===== src/rtl/key_conditioner.sv =====
// key_conditioner: front end for the record/play/stop push-buttons.
// The block synchronises and debounces each raw key on its own. It then emits at most one
// arbitrated single-cycle command pulse per clock, plus a per-key long-press pulse.
//
// Ports:
//   i_clk        system clock
//   i_rst        synchronous, active-high reset
//   i_key_raw    raw asynchronous keys (0 = record, 1 = play, 2 = stop)
//   o_key_pulse  one-cycle command pulse, at most one bit set (stop > record > play)
//   o_key_long   one-cycle long-press pulse per key, once per press
//   o_key_level  debounced pressed level (1 = pressed)
module key_conditioner #(
  parameter int unsigned DEBOUNCE_CYCLES = 1_000_000,
  parameter int unsigned LONG_CYCLES     = 50_000_000,
  parameter bit          ACTIVE_LOW      = 1'b1
) (
  input  logic       i_clk,
  input  logic       i_rst,
  input  logic [2:0] i_key_raw,
  output logic [2:0] o_key_pulse,
  output logic [2:0] o_key_long,
  output logic [2:0] o_key_level
);

  localparam int unsigned DcntW = $clog2(DEBOUNCE_CYCLES + 1);
  localparam int unsigned LcntW = $clog2(LONG_CYCLES + 1);
  // dcnt value from which the next increment would reach DEBOUNCE_CYCLES
  localparam logic [DcntW-1:0] DebLast  = DcntW'(DEBOUNCE_CYCLES - 1);
  localparam logic [LcntW-1:0] LongMax  = LcntW'(LONG_CYCLES);
  localparam logic [LcntW-1:0] LongLast = LcntW'(LONG_CYCLES - 1);

  logic [2:0]            key_p;
  logic [2:0]            s1_q, s2_q;
  logic [2:0]            deb_q, deb_d;
  logic [2:0][DcntW-1:0] dcnt_q, dcnt_d;
  logic [2:0][LcntW-1:0] lcnt_q, lcnt_d;
  logic [2:0]            pend_q, pend_d;
  logic [2:0]            armed_q, armed_d;
  logic [2:0]            pulse_q, long_q, long_d;
  logic [2:0]            press, grant;
  logic [1:0]            fill_q, fill_d;
  logic                  sync_valid;

  always_comb begin
    key_p = ACTIVE_LOW ? ~i_key_raw : i_key_raw;
  end

  // s2 is cleared by reset, so its zero means nothing until it has been reloaded from a
  // post-reset sample. Without this a key held through reset would arm immediately.
  always_comb begin
    sync_valid = (fill_q == 2'd2);
    fill_d     = sync_valid ? fill_q : fill_q + 2'd1;
  end

  always_comb begin
    deb_d  = deb_q;
    dcnt_d = dcnt_q;
    lcnt_d = lcnt_q;
    long_d = '0;
    press  = '0;
    for (int k = 0; k < 3; k++) begin
      // Debounce: any sample equal to the accepted level restarts the window.
      if (s2_q[k] == deb_q[k]) begin
        dcnt_d[k] = '0;
      end else if (dcnt_q[k] == DebLast) begin
        deb_d[k]  = s2_q[k];
        dcnt_d[k] = '0;
      end else begin
        dcnt_d[k] = dcnt_q[k] + DcntW'(1);
      end

      press[k] = ~deb_q[k] & deb_d[k] & armed_q[k];

      // Long press: saturating count, pulse only on the step that reaches LONG_CYCLES.
      if (!deb_q[k]) begin
        lcnt_d[k] = '0;
      end else if (armed_q[k] && (lcnt_q[k] != LongMax)) begin
        lcnt_d[k] = lcnt_q[k] + LcntW'(1);
        long_d[k] = (lcnt_q[k] == LongLast);
      end
    end
  end

  always_comb begin
    armed_d = armed_q | ({3{sync_valid}} & ~deb_q & ~s2_q);
  end

  // Fixed priority: stop (2) > record (0) > play (1).
  always_comb begin
    grant = 3'b000;
    if (pend_q[2]) begin
      grant = 3'b100;
    end else if (pend_q[0]) begin
      grant = 3'b001;
    end else if (pend_q[1]) begin
      grant = 3'b010;
    end
  end

  // A new press for the key being emitted this cycle re-sets its pending bit.
  always_comb begin
    pend_d = (pend_q & ~grant) | press;
  end

  always_ff @(posedge i_clk) begin
    if (i_rst) begin
      s1_q    <= '0;
      s2_q    <= '0;
      deb_q   <= '0;
      dcnt_q  <= '0;
      lcnt_q  <= '0;
      pend_q  <= '0;
      armed_q <= '0;
      pulse_q <= '0;
      long_q  <= '0;
      fill_q  <= '0;
    end else begin
      s1_q    <= key_p;
      s2_q    <= s1_q;
      deb_q   <= deb_d;
      dcnt_q  <= dcnt_d;
      lcnt_q  <= lcnt_d;
      pend_q  <= pend_d;
      armed_q <= armed_d;
      pulse_q <= grant;
      long_q  <= long_d;
      fill_q  <= fill_d;
    end
  end

  assign o_key_pulse = pulse_q;
  assign o_key_long  = long_q;
  assign o_key_level = deb_q;

endmodule


===== config.mk =====
export PLATFORM = sky130hd
export DESIGN_NAME = key_conditioner
export DESIGN_NICKNAME = d
export VERILOG_FILES = /design/src/rtl/key_conditioner.sv
export SDC_FILE = /design/constraint.sdc
export NUM_CORES = 1
export LEC_CHECK = 0
export ABC_AREA = 1
export BUFFER_PORTS_ARGS = -buffer_cell sky130_fd_sc_hd__buf_4
export CORE_ASPECT_RATIO = 1.4
export CORE_MARGIN = 5
export CORE_UTILIZATION = 57
export DETAILED_ROUTE_END_ITERATION = 10
export PLACE_DENSITY = 0.73
export SYNTH_ARGS = -nofsm -noshare
export SYNTH_HDL_FRONTEND = slang
export SYNTH_SLANG_ARGS = --single-unit

===== constraint.sdc =====
create_clock -name i_clk -period 1.6 [get_ports i_clk]
set_input_delay 0.24 -clock i_clk [delete_from_list [all_inputs] [get_ports i_clk]]
set_output_delay 0.24 -clock i_clk [all_outputs]
set_load 0.01 [all_outputs]

# Yosys cells after proc, flatten, opt, wreduce, memory -nomap -nowiden
# Index checks and enable logic that the tools add are counted.
[op_classes] n_addsub=7 n_eq_ne=13 n_mux=9 bitwise_logic=21 n_reduce_logical=12
[ops] cell="$add A26 B1 Y26 const B" count=3
[ops] cell="$eq A26 B26 Y1 const B" count=3
[ops] cell="$ne A26 B26 Y1 const B" count=3
[ops] cell="$add A20 B1 Y20 const B" count=3
[ops] cell="$eq A20 B20 Y1 const B" count=3
[ops] cell="$reduce_or A3 Y1" count=6
[ops] cell="$not A3 Y3" count=4
[ops] cell="$and A3 B3 Y3" count=3
[ops] cell="$and A1 B1 Y1" count=6
[ops] cell="$mux W1" count=6
[ops] cell="$not A1 Y1" count=6
[ops] cell="$or A3 B3 Y3" count=2
[ops] cell="$reduce_or A2 Y1" count=3
[ops] cell="$mux W2" count=2
[ops] cell="$eq A1 B1 Y1" count=3
[ops] cell="$logic_and A1 B1 Y1" count=3
[ops] cell="$mux W3" count=1
[ops] cell="$add A2 B1 Y2 const B" count=1
[ops] cell="$eq A2 B2 Y1 const B" count=1
[word_totals] ff_bits=161 in_bits=5 out_inout_bits=9 wordCells=78

# Logic depth before layout (Yosys ltp)
# Gate-level depths: netlist of run 1.
[logic_depth] ltp_word=6 ltp_mapped=10 mapped_depth_nobuf=10

# Worst setup path after synthesis of run 1
# OpenSTA, ideal clock, no wires.
[synth_timing] path_kind="reg-to-reg" startpoint="reg dcnt_q[40] in the netlist's numbering" endpoint="reg dcnt_q[56] in the netlist's numbering" setup_ps=116 arrival_ps=1441 required_time_ps=1484 path_slack_ps=43 path_stages_with_launch=9 n_path_buf=1 synth_period_minus_slack_ps=1557 path_cell_list="dfxtp_1 ha_1 nand3_1 nor2_1 nand2_1 nand3b_1 nand2_1 buf_4 nor3_1"
[synth_between] elab_chain_len=2 word_cells_on_any_way=3 cone_classes="1 x add/sub; 1 x eq/ne; 1 x reduce/logical"
[synth_rtl] element="start, declared" line="35" rtl="logic [2:0][DcntW-1:0] dcnt_q, dcnt_d;"
[synth_rtl] element="start signal, assigned" line="121" rtl="dcnt_q <= dcnt_d;"
[synth_rtl] element="parallel branches: the longest is 2 deep, another holds $add A20 B1 Y20"
# Parallel ways; which one is timed is not known.
# A chain may end at the register's enable or synchronous reset.

# Worst setup path in the final report of run 1
[layout_timing] startpoint="reg lcnt_q[36] in the netlist's numbering" endpoint="reg lcnt_q[44] in the netlist's numbering"
[layout_between] elab_chain_len=2 word_cells_on_any_way=3 cone_classes="1 x add/sub; 1 x eq/ne; 1 x reduce/logical"
[layout_rtl] element="start, declared" line="36" rtl="logic [2:0][LcntW-1:0] lcnt_q, lcnt_d;"
[layout_rtl] element="start signal, assigned" line="122" rtl="lcnt_q <= lcnt_d;"
[layout_rtl] element="parallel branches: the longest is 2 deep, another holds $add A26 B1 Y26"
# Parallel ways; which one is timed is not known.

==> metrics.md, run 1 <==
| Metric | Value |
|---|---|
| Outcome | `complete, no violations` |
| WP data arrival | `approximately 1900 ps` |
| Starting Density | `between 50% and 60%` |
| WL final | `22.9 mm` |
| Synth Instances | `1437` |
| Area Growth Syn to Fin | `22.9%` |
| Synth warnings | `0` |
| Port bufs | `13` |
| Required @ worst endpoint | `1910 ps` |
| Reg2reg end | `lcnt_q[44]` |
| RSZ-0062 raised after global routing | `yes` |
| Largest net degree at the start of global routing | `26` |
| Commonest cells after routing, fill and taps aside | `nand2_1 (451), nor2_1 (214), dfxtp_1 (134)` |
| TritonCTS Buffers | `17` |
| GP Congestion | `0.865` |
| Max Slew Vio Count | `0` |
| Vias post-DR | `9272` |
| CP Capture Type | `flop` |
| First-pass GRT wire length | `roughly 37 mm` |
| Sequential share of the synthesized area | `35.3%` |
| CTS tree | `yes` |
| Post-route setup slack | `between 30 and 40 ps` |
| Leading cell type in the layout, fill and taps excluded | `nand2_1` |
| Worst Tran Pin Value | `410 ps` |
| Total internal power | `7.25 mW` |
| FILL cells | `approximately 1300` |
| CP cell instances | `nand2_1 > nor2_1 > nand2_1 > nor2_1 > nand2_1 > nand2_1 > nand2_1 > nand2_1 > a21oi_1` |
| DRC | `0` |
| Overflow left after global routing | `0` |
| Post-synthesis net count | `about 1500` |
| CP most frequent cell | `nand2_1` |
| GRT Total Usage | `23.6%` |
| CTS root buf | `clkbuf_16` |
| Comb power frac | `8.7%` |
| Max cap viols | `0` |
| Max_slew headroom | `72.5%` |
| ANT cells | `0` |
| Max Freq | `approximately 640 MHz` |
| CTS Buffer Depth | `2` |
| Synth cell types | `32` |
| Hpwl dp | `15.5 mm` |
| Antenna violations before repair | `0` |
| Area of the multi-input gates | `~5500 um2` |
| CP Class | `flop to flop` |
| CP max stage delay | `440 ps` |
| Placed cells | `1703` |
| Final Power | `9.47 mW` |
| DRT antenna net count | `0` |
| Crit path time final | `approximately 1600 ps` |
| Final Hold Fails | `0` |
| Period utilisation layout | `between 90% and 100%` |
| Final Skew | `6.81 ps` |
| Syn Area/Cell | `6.35 um2` |
| Clk sinks | `about 160` |
| FF-to-FF Start | `lcnt_q[36]` |
| Leak | `just under 4 nW` |
| Largest area contributor in the netlist | `dfxtp_1` |
| Core area | `15700 um2` |
| # setup viols final | `0` |
| H-tree levels | `4` |
| Worst Setup EP | `lcnt_q[44]` |
| Clock transition at path regs | `60 ps` |
| Die Span X | `117 um` |
| R2r setup slk | `30 ps` |
| Top cell type's share of synthesized area | `35.3%` |
| Final Non-Filler Cells | `1755` |
| Synth area leaders | `dfxtp_1 (35%), nand2_1 (19%), nor2_1 (9.8%)` |
| Die Area | `18700 um2` |
| Setup slack at placement | `-33.0 ps` |
| Number of global-route vias before repair | `8565` |
| Critical Path Source Type | `flop` |
| WL per Instance | `13.0 um` |
| Peak VDD IR | `0.000779 V` |
| R2R depth | `9` |
| Flop pwr share | `between 40% and 50%` |
| I/O pins | `14` |
| CP max FO | `6` |
| Die Height | `160 um` |
| Hold Path Class | `primary input to flop` |
| Storage cell area | `approximately 3300 um2` |
| 1st-iter DRT viols | `543` |
| Layout cell share with drive strength beyond 1 | `19.2%` |
| PwrDens | `844 nW/um2` |
| Synthesized area | `roughly 9000 um2` |
| Switch share | `23.4%` |
| Crit-path slowest cell | `dfxtp_1` |
| DRT Pass-1 Iters | `5` |
| CP startpoint | `lcnt_q[36]` |
| Clock Power Share | `47.8%` |
| DR vias/cell | `5.28` |
| Synthesis-stage register bit count | `161` |
| # nets final | `1563` |
| Final Hold Slack | `155 ps` |
| Net Switching | `between 2 and 2.5 mW` |
| Row cnt | `54` |
| Skew-Pair Late Insertion Delay | `430 ps` |
-- per-layer routing --
| layer | wire (um) | up-vias | global-route usage (%) |
|---|---|---|---|
| met5 | 0 | - | 0 |
| met4 | 760 | 0 | 9.08 |
| met3 | 955 | 70 | 4.73 |
| met2 | 11900 | 212 | 42.2 |
| met1 | 9320 | 4196 | 27.1 |
| li1 | - | 4794 | - |
-- cell type report --
type	instances	area share (%)
clock buffers	21	4.28
flip-flops and latches	161	29.1
multi-input cells	1112	49.4
well taps	196	2.19
repair buffers	120	8.94
clock inverters	9	1.59
inverters	136	4.55
-- per-stage QoR --
step | setup TNS (ps) | util, % | area (um2)
final | 0 | 71.6 | 11200
after global routing | -656 | 71.6 | 11200
after CTS | 0 | 68.1 | 10700
after detailed placement | -418 | 63.5 | 9950
after global placement | 0 | 63.5 | 9950
after floorplan | 0 | - | 9130
-- power groups by stage --
| stage | clock network, mW | registers [mW] | logic, mW |
|---|---|---|---|
| 6_report | 4.52 | 4.12 | 0.822 |
| 4_1_cts | 4.59 | 4.10 | 0.638 |
| 3_5_place_dp | 0 | 4.18 | 0.608 |
| 2_1_floorplan | 0 | 4.18 | 0.526 |
| 3_3_place_gp | 0 | 4.18 | 0.595 |
| 5_1_grt | 4.80 | 4.13 | 0.883 |
-- cell families after synthesis --
family / after synthesis / share of synthesized area, %
AND/OR/NAND/NOR: 923 / 43.3
buffers and inverters: 168 / 7.99
flip-flops: 161 / 35.3
AO/OA/AOI/OAI: 126 / 7.34
XOR/XNOR: 49 / 4.70
adder cells (fa/ha/maj): 10 / 1.37
-- worst min path at each step --
stage / start / to / slack [ps] / depth (start not counted)
global route: i_rst / s1_q[1] / 150 / 3
floorplan: i_key_raw[2] / s1_q[2] / 310 / 1
CTS: i_rst / s1_q[1] / 140 / 3
finish: i_rst / s1_q[1] / 160 / 3
global placement: s1_q[2] / s2_q[2] / 390 / 2
detailed placement: i_key_raw[2] / s1_q[2] / 390 / 2
-- registers in the layout, indices dropped and copies added, names as in the netlist --
signal       flops
fill_q           2
s2_q             3
o_key_pulse      3
o_key_long       3
o_key_level      3
s1_q             3
armed_q          3
lcnt_q          78
dcnt_q          60
pend_q           3
-- timing repair --
| action | 4_1_cts | 5_1_grt |
|---|---|---|
| setup endpoints to repair | 37 | 140 |
| pin swaps | 1 | 32 |
| cloned | 0 | 8 |
| endpoints found under the hold margin | 3 | 0 |
| setup buffers | 2 | 9 |
| resized for setup | 5 | 112 |
| hold buffers | 3 | 0 |
-- Yosys cell counts --
cell type	instances
nand3_1	109
nand2_1	462
buf_8	1
nor2_2	14
o21ai_0	21
and3_1	1
nor2_4	7
xor2_1	31
inv_2	7
nor3b_1	4
nor3_1	22
a31oi_1	2
clkinv_1	1
buf_1	5
nand2_2	10
nor3_4	1
a21oi_2	10
inv_1	128
buf_4	6
xnor2_1	18
nand3_2	5
buf_6	7
buf_2	10
nand2_4	3
or2_2	7
nand3b_1	9
ha_1	10
clkbuf_1	3
nand4_1	31
dfxtp_1	161
nor2_1	238
a21oi_1	93
-- worst max-delay path: cells and delay by family, from the launching register on --
family / cells / cell delay [ps]
DFF: 1 / 440
and+or+nand+nor: 8 / 950
AOI/OAI and AO/OA: 1 / 50
No activity file was read; power rests on OpenSTA's default activity.
==> run 2: changes to the inputs <==
- REMOVE_ABC_BUFFERS: unset -> 1
==> run 2 against run 1 <==
Effect of this change: sequential share of layout area increased by 0.38 points; final cell count decreased by 0.28%; worst setup slack improved by 10 ps; cell area decreased by 1.3%; critical endpoint is now dcnt_q[13]; largest power group unchanged; highest routed layer unchanged.
==> metrics.md, run 2 (synthesized netlist as in run 1, its figures left out) <==
| Metric | Value |
|---|---|
| Critical Path Source Type | `flop` |
| Port bufs | `13 (unchanged)` |
| PwrDens | `819 nW/um2 (-2.9%)` |
| Die Area | `18700 um2 (unchanged)` |
| Max cap viols | `0 (unchanged)` |
| Hold path startpoint | `i_rst` |
| Antenna violations before repair | `0 (unchanged)` |
| Hold Path Depth | `3 (unchanged)` |
| FF-to-FF Start | `dcnt_q[0]` |
| Starting Density | `58.3% (unchanged)` |
| First-pass GRT wire length | `38.0 mm (+3.0%)` |
| WL final | `22.8 mm (-0.29%)` |
| R2r setup slk | `40 ps (about the same)` |
| Fin util | `70.6% (-0.95 points)` |
| WL per Instance | `13.0 um (about the same)` |
| Hpwl dp | `16.0 mm (+2.8%)` |
| Uppermost layer routed | `met4` |
| CP Class | `flop to flop` |
| DR vias/cell | `5.28 (about the same)` |
| R2R depth | `9 (unchanged)` |
| Final Hold Fails | `0 (unchanged)` |
| Met2 wire len | `12.0 mm (+1.6%)` |
| Leak | `3.83 nW (-1.6%)` |
| Crit path time final | `1560 ps (-10.4 ps)` |
| Required @ worst endpoint | `1920 ps (about the same)` |
| Area Growth Syn to Fin | `21.2%` |
| Reg2reg end | `dcnt_q[13]` |
| GP Congestion | `0.899 (+3.9%)` |
| Row cnt | `54 (unchanged)` |
| GRT Total Usage | `24.5% (+0.87 points)` |
| Commonest cells after routing, fill and taps aside | `nand2_1 (457), nor2_1 (217), dfxtp_1 (133)` |
| Number of global-route vias before repair | `8903 (+3.9%)` |
| Clock transition at path regs | `60 ps (about the same)` |
| I/O pins | `14 (unchanged)` |
| Vias post-DR | `9243 (-0.31%)` |
| # nets final | `1556 (-0.45%)` |
| Area of the multi-input gates | `5440 um2 (-1.9%)` |
| CP max FO | `7 (+1)` |
| Reg with most FFs | `lcnt_q` |
| CTS Buffer Depth | `2 (unchanged)` |
| DRT Pass-1 Iters | `5 (unchanged)` |
| FILL cells | `1362 (+1.4%)` |
| Clk sinks | `161 (unchanged)` |
| DRC | `0 (unchanged)` |
| Peak VDD IR | `0.000651 V (-17%)` |
| Hold Path Class | `primary input to flop` |
| Largest net degree at the start of global routing | `26 (unchanged)` |
| Largest regs | `lcnt_q: 78 flops, dcnt_q: 60 flops` |
| WP data arrival | `1870 ps (about the same)` |
| Max Freq | `643 MHz (+0.67%)` |
| Worst Tran Pin Value | `479 ps (+69.3 ps)` |
| Layout cell share with drive strength beyond 1 | `18.5% (-0.65 points)` |
| Met1 WL | `9.18 mm (-1.4%)` |
| Max Slew Vio Count | `0 (unchanged)` |
| Met3 routed WL | `777 um (-19%)` |
| # setup viols final | `0 (unchanged)` |
| Outcome | `complete, no violations` |
| TritonCTS Buffers | `17 (unchanged)` |
| Storage cell area | `3260 um2 (about the same)` |
| Overflow left after global routing | `0 (unchanged)` |
| WHS Endpoint | `s1_q[2]` |
| DRT antenna net count | `0 (unchanged)` |
| 1st-iter DRT viols | `610 (+12%)` |
| Core area | `15700 um2 (unchanged)` |
| Die Height | `160 um (unchanged)` |
| H-tree levels | `4 (unchanged)` |
| Leading cell type in the layout, fill and taps excluded | `nand2_1` |
| Period utilisation layout | `97.2% (-0.65 points)` |
| Die Span X | `117 um (unchanged)` |
| Dpl cell area | `9980 um2 (+0.30%)` |
| Max_slew headroom | `67.8% (-4.7 points)` |
| Skew-Pair Late Insertion Delay | `430 ps (about the same)` |
| Max reg flops | `78 (unchanged)` |
| Final Skew | `8.66 ps (+1.85 ps)` |
| ANT cells | `0 (unchanged)` |
| CTS root buf | `clkbuf_16` |
| CTS tree | `yes` |
| CP Capture Type | `flop` |
| Final instance area | `11100 um2 (-1.3%)` |
run 2: cell types whose count changed in the layout (fill, tap and decap cells not counted), moves of 4 or more:
cell      change
inv_1         -7
inv_2         +7
a21oi_1       +6
a21oi_2       -6
buf_4         -6
nand2_1       +6
nand2_2       -5
nor2_2        -5
buf_12        +4
clkinv_2      +4
run 2: critical path, stage by stage (launching register included):
cell	delay [ps]
dfxtp_2	340
ha_2	190
nand2_2	80
nor2_4	150
inv_2	70
nor2_4	130
nand3_4	110
nand3_4	160
clkbuf_16	170
nor3_1	40
run 2: worst max path at each step:
| stage | end | from | cells past startpoint |
|---|---|---|---|
| floorplan | dcnt_q[56] | dcnt_q[40] | 7 |
| global placement | lcnt_q[68] | lcnt_q[53] | 9 |
| detailed placement | lcnt_q[76] | lcnt_q[53] | 10 |
| CTS | lcnt_q[26] | lcnt_q[26] | 10 |
| global route | dcnt_q[0] | dcnt_q[0] | 9 |
| finish | dcnt_q[13] | dcnt_q[0] | 9 |
run 2: where the power goes:
group | switching (mW) | leakage (nW) | internal [mW]
registers | 0.0505 | 1.31 | 4.05
clock network | 1.69 | 0.295 | 2.49
logic | 0.496 | 2.22 | 0.292
total | 2.23 | 3.83 | 6.83
run 2: through the flow:
| step | setup TNS, ps | std cells | hold WS (ps) | total power [mW] | setup WS (ps) |
|---|---|---|---|---|---|
| 2_1_floorplan | -2610 | 1405 | 307 | 4.55 | -163 |
| 3_3_place_gp | 0 | 1702 | 391 | 4.85 | 26.2 |
| 6_report | 0 | 1750 | 228 | 9.07 | 44.2 |
| 4_1_cts | 0 | 1739 | 203 | 9.06 | 0.765 |
| 3_5_place_dp | -130 | 1702 | 393 | 4.87 | -16.8 |
| 5_1_grt | -573 | 1750 | 244 | 9.37 | -37.3 |
run 2: layout make-up:
type / instances / area share, %
Multi-Input combinational cell: 1108 / 49.1
Sequential cell: 161 / 29.5
Timing Repair Buffer: 117 / 9.15
Inverter: 136 / 4.61
Clock buffer: 18 / 3.97
Tap cell: 196 / 2.22
Clock inverter: 14 / 1.49
run 2: routing by layer:
layer  vias to the layer above  track usage [%]
li1                       4757                -
met1                      4207             26.6
met2                       203             45.3
met3                        76             4.35
met4                         0             10.4
met5                         -                0
run 2: what timing repair did:
action,4_1_cts,5_1_grt
setup endpoints to repair,26,133
hold buffers,3,0
endpoints found under the hold margin,3,0
buffers inserted,2,8
gates resized for setup,8,103
pin swaps,1,16
gates cloned,0,3
